[src/rtl/clock_pkg.sv]
// Shared types and helpers for the clock display scan path.
package clock_pkg;

  localparam int NUM_DIGITS = 4;
  localparam int SEL_W      = 2;

  typedef enum logic [1:0] {
    IDLE,
    BLANK,
    SHOW
  } scan_state_t;

  function automatic logic [3:0] digit_nibble(input logic [15:0] data,
                                              input logic [SEL_W-1:0] sel);
    return data[{sel, 2'b00} +: 4];
  endfunction

  // True when the selected digit and every more significant digit are zero.
  function automatic logic lz_blank(input logic [15:0] data,
                                    input logic [SEL_W-1:0] sel);
    return (sel != '0) && ((data >> {sel, 2'b00}) == '0);
  endfunction

endpackage

[src/rtl/scan_timer.sv]
// Free-running phase counter: wraps to zero on the terminal count or on clear.
module scan_timer #(
  parameter int unsigned CNT_W = 1
) (
  input  logic             clk,
  input  logic             rst,
  input  logic             clear,
  input  logic [CNT_W-1:0] terminal,
  output logic [CNT_W-1:0] count,
  output logic             done
);

  assign done = (count == terminal);

  always_ff @(posedge clk) begin
    if (rst || clear || done) begin
      count <= '0;
    end else begin
      count <= count + CNT_W'(1);
    end
  end

endmodule

[src/rtl/digit_scan_ctrl.sv]
// Four-digit multiplexed display scanner with blanking gaps and frame-aligned data updates.
// Optional leading-zero suppression: define DIGIT_SCAN_LZ_BLANK_EN.
module digit_scan_ctrl
  import clock_pkg::*;
#(
  parameter int unsigned SCAN_DIV     = 50000,
  parameter int unsigned BLANK_CYCLES = 500
) (
  input  logic             clk,
  input  logic             rst,
  input  logic             enable,
  input  logic             load,
  input  logic [15:0]      digits_in,
  output logic [SEL_W-1:0] scan_sel,
  output logic             scan_active,
  output logic [3:0]       seg_bcd,
  output logic             frame_pulse
);

  localparam int unsigned MAX_CNT = (SCAN_DIV > BLANK_CYCLES) ? SCAN_DIV : BLANK_CYCLES;
  localparam int unsigned CNT_W   = (MAX_CNT > 1) ? $clog2(MAX_CNT) : 1;
  localparam logic [CNT_W-1:0] SHOW_LAST  = CNT_W'(SCAN_DIV - 1);
  localparam logic [CNT_W-1:0] BLANK_LAST = CNT_W'(BLANK_CYCLES - 1);
  localparam logic [CNT_W-1:0] SHOW_PRE   = CNT_W'((SCAN_DIV >= 2) ? SCAN_DIV - 2 : 0);

  scan_state_t      state;
  logic [15:0]      shadow;
  logic [15:0]      pending;
  logic             pend_vld;
  logic [15:0]      shadow_nxt;
  logic [15:0]      pending_nxt;
  logic             pend_vld_nxt;
  logic [CNT_W-1:0] cnt;
  logic [CNT_W-1:0] terminal;
  logic             done;
  logic             timer_clear;
  logic             pulse_nxt;
  logic             show_en;
  logic [SEL_W-1:0] sel_inc;

  assign sel_inc     = scan_sel + SEL_W'(1);
  assign terminal    = (state == SHOW) ? SHOW_LAST : BLANK_LAST;
  assign timer_clear = (state == IDLE) || !enable;

  scan_timer #(.CNT_W(CNT_W)) u_timer (
    .clk      (clk),
    .rst      (rst),
    .clear    (timer_clear),
    .terminal (terminal),
    .count    (cnt),
    .done     (done)
  );

`ifdef DIGIT_SCAN_LZ_BLANK_EN
  assign show_en = !lz_blank(shadow, scan_sel);
`else
  assign show_en = 1'b1;
`endif

  // frame_pulse is registered, so it is high exactly during the boundary cycle
  // and doubles as the boundary qualifier for the buffer swap.
  always_comb begin
    shadow_nxt   = shadow;
    pending_nxt  = pending;
    pend_vld_nxt = pend_vld;
    if (state == IDLE) begin
      if (load) begin
        shadow_nxt   = digits_in;
        pend_vld_nxt = 1'b0;  // a direct load supersedes any stale staged value
      end
    end else if (frame_pulse) begin
      if (load) begin
        shadow_nxt   = digits_in;
        pend_vld_nxt = 1'b0;
      end else if (pend_vld) begin
        shadow_nxt   = pending;
        pend_vld_nxt = 1'b0;
      end
    end else if (load) begin
      pending_nxt  = digits_in;
      pend_vld_nxt = 1'b1;
    end
  end

  // Raise the pulse on the edge that enters the final SHOW cycle of digit 3.
  always_comb begin
    pulse_nxt = 1'b0;
    if (enable && (scan_sel == SEL_W'(NUM_DIGITS - 1))) begin
      if (state == BLANK && done && SCAN_DIV == 1) begin
        pulse_nxt = 1'b1;
      end else if (state == SHOW && !done && cnt == SHOW_PRE) begin
        pulse_nxt = 1'b1;
      end
    end
  end

  always_ff @(posedge clk) begin
    if (rst) begin
      state       <= IDLE;
      shadow      <= '0;
      pending     <= '0;
      pend_vld    <= 1'b0;
      scan_sel    <= '0;
      scan_active <= 1'b0;
      seg_bcd     <= '0;
      frame_pulse <= 1'b0;
    end else begin
      shadow      <= shadow_nxt;
      pending     <= pending_nxt;
      pend_vld    <= pend_vld_nxt;
      frame_pulse <= pulse_nxt;
      if (!enable) begin
        state       <= IDLE;
        scan_active <= 1'b0;
        scan_sel    <= '0;
      end else begin
        case (state)
          IDLE: begin
            state       <= BLANK;
            scan_sel    <= '0;
            scan_active <= 1'b0;
            seg_bcd     <= digit_nibble(shadow_nxt, '0);
          end
          BLANK: begin
            if (done) begin
              state       <= SHOW;
              scan_active <= show_en;
            end
          end
          SHOW: begin
            if (done) begin
              state       <= BLANK;
              scan_active <= 1'b0;
              scan_sel    <= sel_inc;
              seg_bcd     <= digit_nibble(shadow_nxt, sel_inc);
            end
          end
          default: state <= IDLE;
        endcase
      end
    end
  end

endmodule

[config.mk]
export PLATFORM = sky130hd
export DESIGN_NAME = digit_scan_ctrl
export DESIGN_NICKNAME = d
export VERILOG_FILES = /design/src/rtl/clock_pkg.sv /design/src/rtl/scan_timer.sv /design/src/rtl/digit_scan_ctrl.sv
export SDC_FILE = /design/constraint.sdc
export NUM_CORES = 1
export LEC_CHECK = 0
export BUFFER_PORTS_ARGS = -buffer_cell sky130_fd_sc_hd__buf_2
export CAP_MARGIN = 20
export CELL_PAD_IN_SITES_DETAIL_PLACEMENT = 0
export CELL_PAD_IN_SITES_GLOBAL_PLACEMENT = 2
export CORE_UTILIZATION = 32
export CTS_CLUSTER_DIAMETER = 50
export DETAILED_ROUTE_END_ITERATION = 16
export PLACE_DENSITY = 0.83
export SLEW_MARGIN = 15
export SYNTH_ARGS = -nofsm -noshare
export SYNTH_HDL_FRONTEND = slang
export SYNTH_SLANG_ARGS = --single-unit
[constraint.sdc]
create_clock -name clk -period 1.99 [get_ports clk]
set_clock_uncertainty 0.1 [all_clocks]
set_input_delay 0.597 -clock clk [delete_from_list [all_inputs] [get_ports clk]]
set_output_delay 0.597 -clock clk [all_outputs]
set_load 0.05 [all_outputs]
==> metrics <==
die area 9810 µm²; initial antenna violation count 0; Die W 99.1 µm; drt drc 0; antenna cells 0; CP max stage cell or4_4; CP required 2.12 ns; most frequent cells in the layout 56 x dfxtp_1, 53 x buf_4, 35 x nand2_1; Final HPWL DP 6180 µm; Ports 28; number of synthesized flops with an enable pin 0; Via Count 2837; Fmax 0.503 GHz; Synth Instances 351; Final Max Slew Viols 0; top cell type's share of synthesized area 0.392; Post-Route WL 8310 µm; Cell Rows 35; synthesized area per cell 8.59 µm²; RSZ-0062 raised after global routing yes; run status finished, final reports clean; total power 2540 µW; antenna-violating nets left 0; final worst-path cycle share 0.999; initial core utilization 0.328; register area 1190 µm²; post-synthesis cell type count 67; Final Cell Area 3800 µm²; DR vias/cell 5.25; Placed Area 3620 µm²; M1 wire length 3880 µm; Final nets 448; RePlAce Congestion 0.862; min Tclk post-route 1.99 ns; final setup vio count 0; vias in the first global route 2853; clock root buffer clkbuf_8; GRT Total Usage 0.181; largest net degree at the start of global routing 30; P&R area growth vs syn 26.1%; Worst Path Max Fanout 16; Min-Delay Path Class reg -> reg; wire length on met3 363 µm; Max VDD drop 0.313 mV; max cap viols 0; max_slew headroom 0.731; CTS H-tree lvls 3; PortBufs 27; Static Leakage 0.00148 µW; post-synthesis sequential area ratio 0.392; area of the core 9200 µm²; Die Ht 99.1 µm; met2 WL 3960 µm; CP cell instances or4_4 -> o31ai_4 -> nand4_2 -> o211ai_4 -> buf_12 -> nor2_1; mean routed wirelength per cell 15.4 µm; Synth area leaders dfxtp_1 39%, nand2_1 4.5%, nand3_1 4.5%, a21oi_1 3.7%, xor2_1 3.2%; Final Hold Fails 0; top layer in use met4; Mapped Area 3020 µm²; YS warnings 0; commonest non-fill, non-tap cell in the layout dfxtp_1; Worst-Skew Late Latency 0.34 ns; First DRT Iteration DRCs 75; pwr/cell area 668 nW/µm²; measured slew at the worst slew-check pin 0.401 ns; clock slew at reported path FFs 0.07 ns; crit path DAT 2.12 ns; CP startpoint kind flip-flop; first-pass GRT wire length 13900 µm; ys flop type dfxtp_1; clock sinks 59; Setup Buffers After CTS 0; Syn Nets 374; critical path type reg -> reg; share of layout cells above drive strength 1 0.324; DRT Pass-1 Iters 4; #FFs+latches synth 59; largest area contributor in the netlist dfxtp_1; CTS tree built; Crit path largest cell delay 0.55 ns; fill count 950; CTS Buffer Depth 2; GR Overflow Total 0; multi-input combinational cell area 1710 µm²; FFs w/ async S/R, synth 0; CP Capture Type flip-flop; Inserted Clock Buffers 9
[power breakdown]
group          switching [µW]  leakage, µW  internal (µW)
Sequential               24.9     0.000484           1230
Combinational             188     0.000908            150
Clock                     480    0.0000839            471
[registers in the layout, indices dropped and copies added (netlist names), 2 cells and up]
register       flops
shadow            16
scan_sel           2
state              2
seg_bcd            4
u_timer.count     16
pending           16
[worst max-delay path: cells and delay by family (launching register included)]
family | cells | cell delay (ns)
DFF | 1 | 0.31
buffers and inverters | 1 | 0.18
and+or+nand+nor | 3 | 0.80
AOI/OAI and AO/OA | 2 | 0.49
[stage by stage]
stage	util	cells	setup WS (ns)	TNS, ns	hold slack (ns)
2_1_floorplan	-	351	0.000740	0	0.331
3_3_place_gp	0.393	525	-0.203	-0.718	0.339
3_5_place_dp	0.393	525	-0.188	-0.685	0.352
4_1_cts	0.412	540	-0.00570	-0.00570	0.361
5_1_grt	0.413	540	-0.0621	-0.951	0.377
6_report	0.413	540	0.00210	0	0.356
[path summary, 6_finish.rpt]
path                                     from                          end  slack [ns]  depth (start not counted)
hold / removal       pending[14]$_SDFFE_PP0P_     pending[14]$_SDFFE_PP0P_        0.36                          2
hold reg to reg      pending[14]$_SDFFE_PP0P_     pending[14]$_SDFFE_PP0P_        0.36                          2
setup / recovery  u_timer.count[3]$_SDFF_PP0_  u_timer.count[5]$_SDFF_PP0_       0.002                          6
setup reg to reg  u_timer.count[3]$_SDFF_PP0_  u_timer.count[5]$_SDFF_PP0_       0.002                          6
[Yosys cell counts, drive strengths merged, types with 3 or more instances]
| cell | count |
|---|---|
| dfxtp | 59 |
| nand2 | 36 |
| nor2 | 33 |
| nand3 | 27 |
| a21oi | 23 |
| o21ai | 13 |
| xor2 | 11 |
| buf | 10 |
| o22ai | 10 |
| or3 | 10 |
| clkbuf | 9 |
| nor3 | 9 |
| nand2b | 8 |
| and3 | 6 |
| a211oi | 5 |
| inv | 5 |
| nand4 | 5 |
| or4 | 5 |
| a31oi | 4 |
| and2 | 4 |
| a211o | 3 |
| ha | 3 |
| nor2b | 3 |
| nor3b | 3 |
| o221ai | 3 |
| or2 | 3 |
[layout make-up]
| type | instances | share of cell area |
|---|---|---|
| Sequential cell | 59 | 0.312 |
| Clock inverter | 5 | 0.00790 |
| Inverter | 6 | 0.00592 |
| Multi-Input combinational cell | 267 | 0.450 |
| Tap cell | 111 | 0.0365 |
| Clock buffer | 10 | 0.0362 |
| Timing Repair Buffer | 82 | 0.151 |
[per-layer routing]
layer / global-route usage / vias up
met1: 0.228 / 1344
met5: 0 / -
li1: - / 1434
met4: 0.0554 / 0
met2: 0.302 / 49
met3: 0.0468 / 10
[logic make-up after synthesis]
logic type / synth area share
buf+inv: 0.0485
fa+ha+maj: 0.0124
compound gates: 0.202
simple gates: 0.298
mux: 0.0104
flops: 0.392
xor+xnor: 0.0378
[timing repair]
action | in CTS | in global routing
setup endpoints to repair | 2 | 22
hold buffers | 0 | 0
pin swaps | 0 | 2
gates resized for setup | 2 | 8
cloned | 0 | 0
Power figures use the tool's default switching activity.
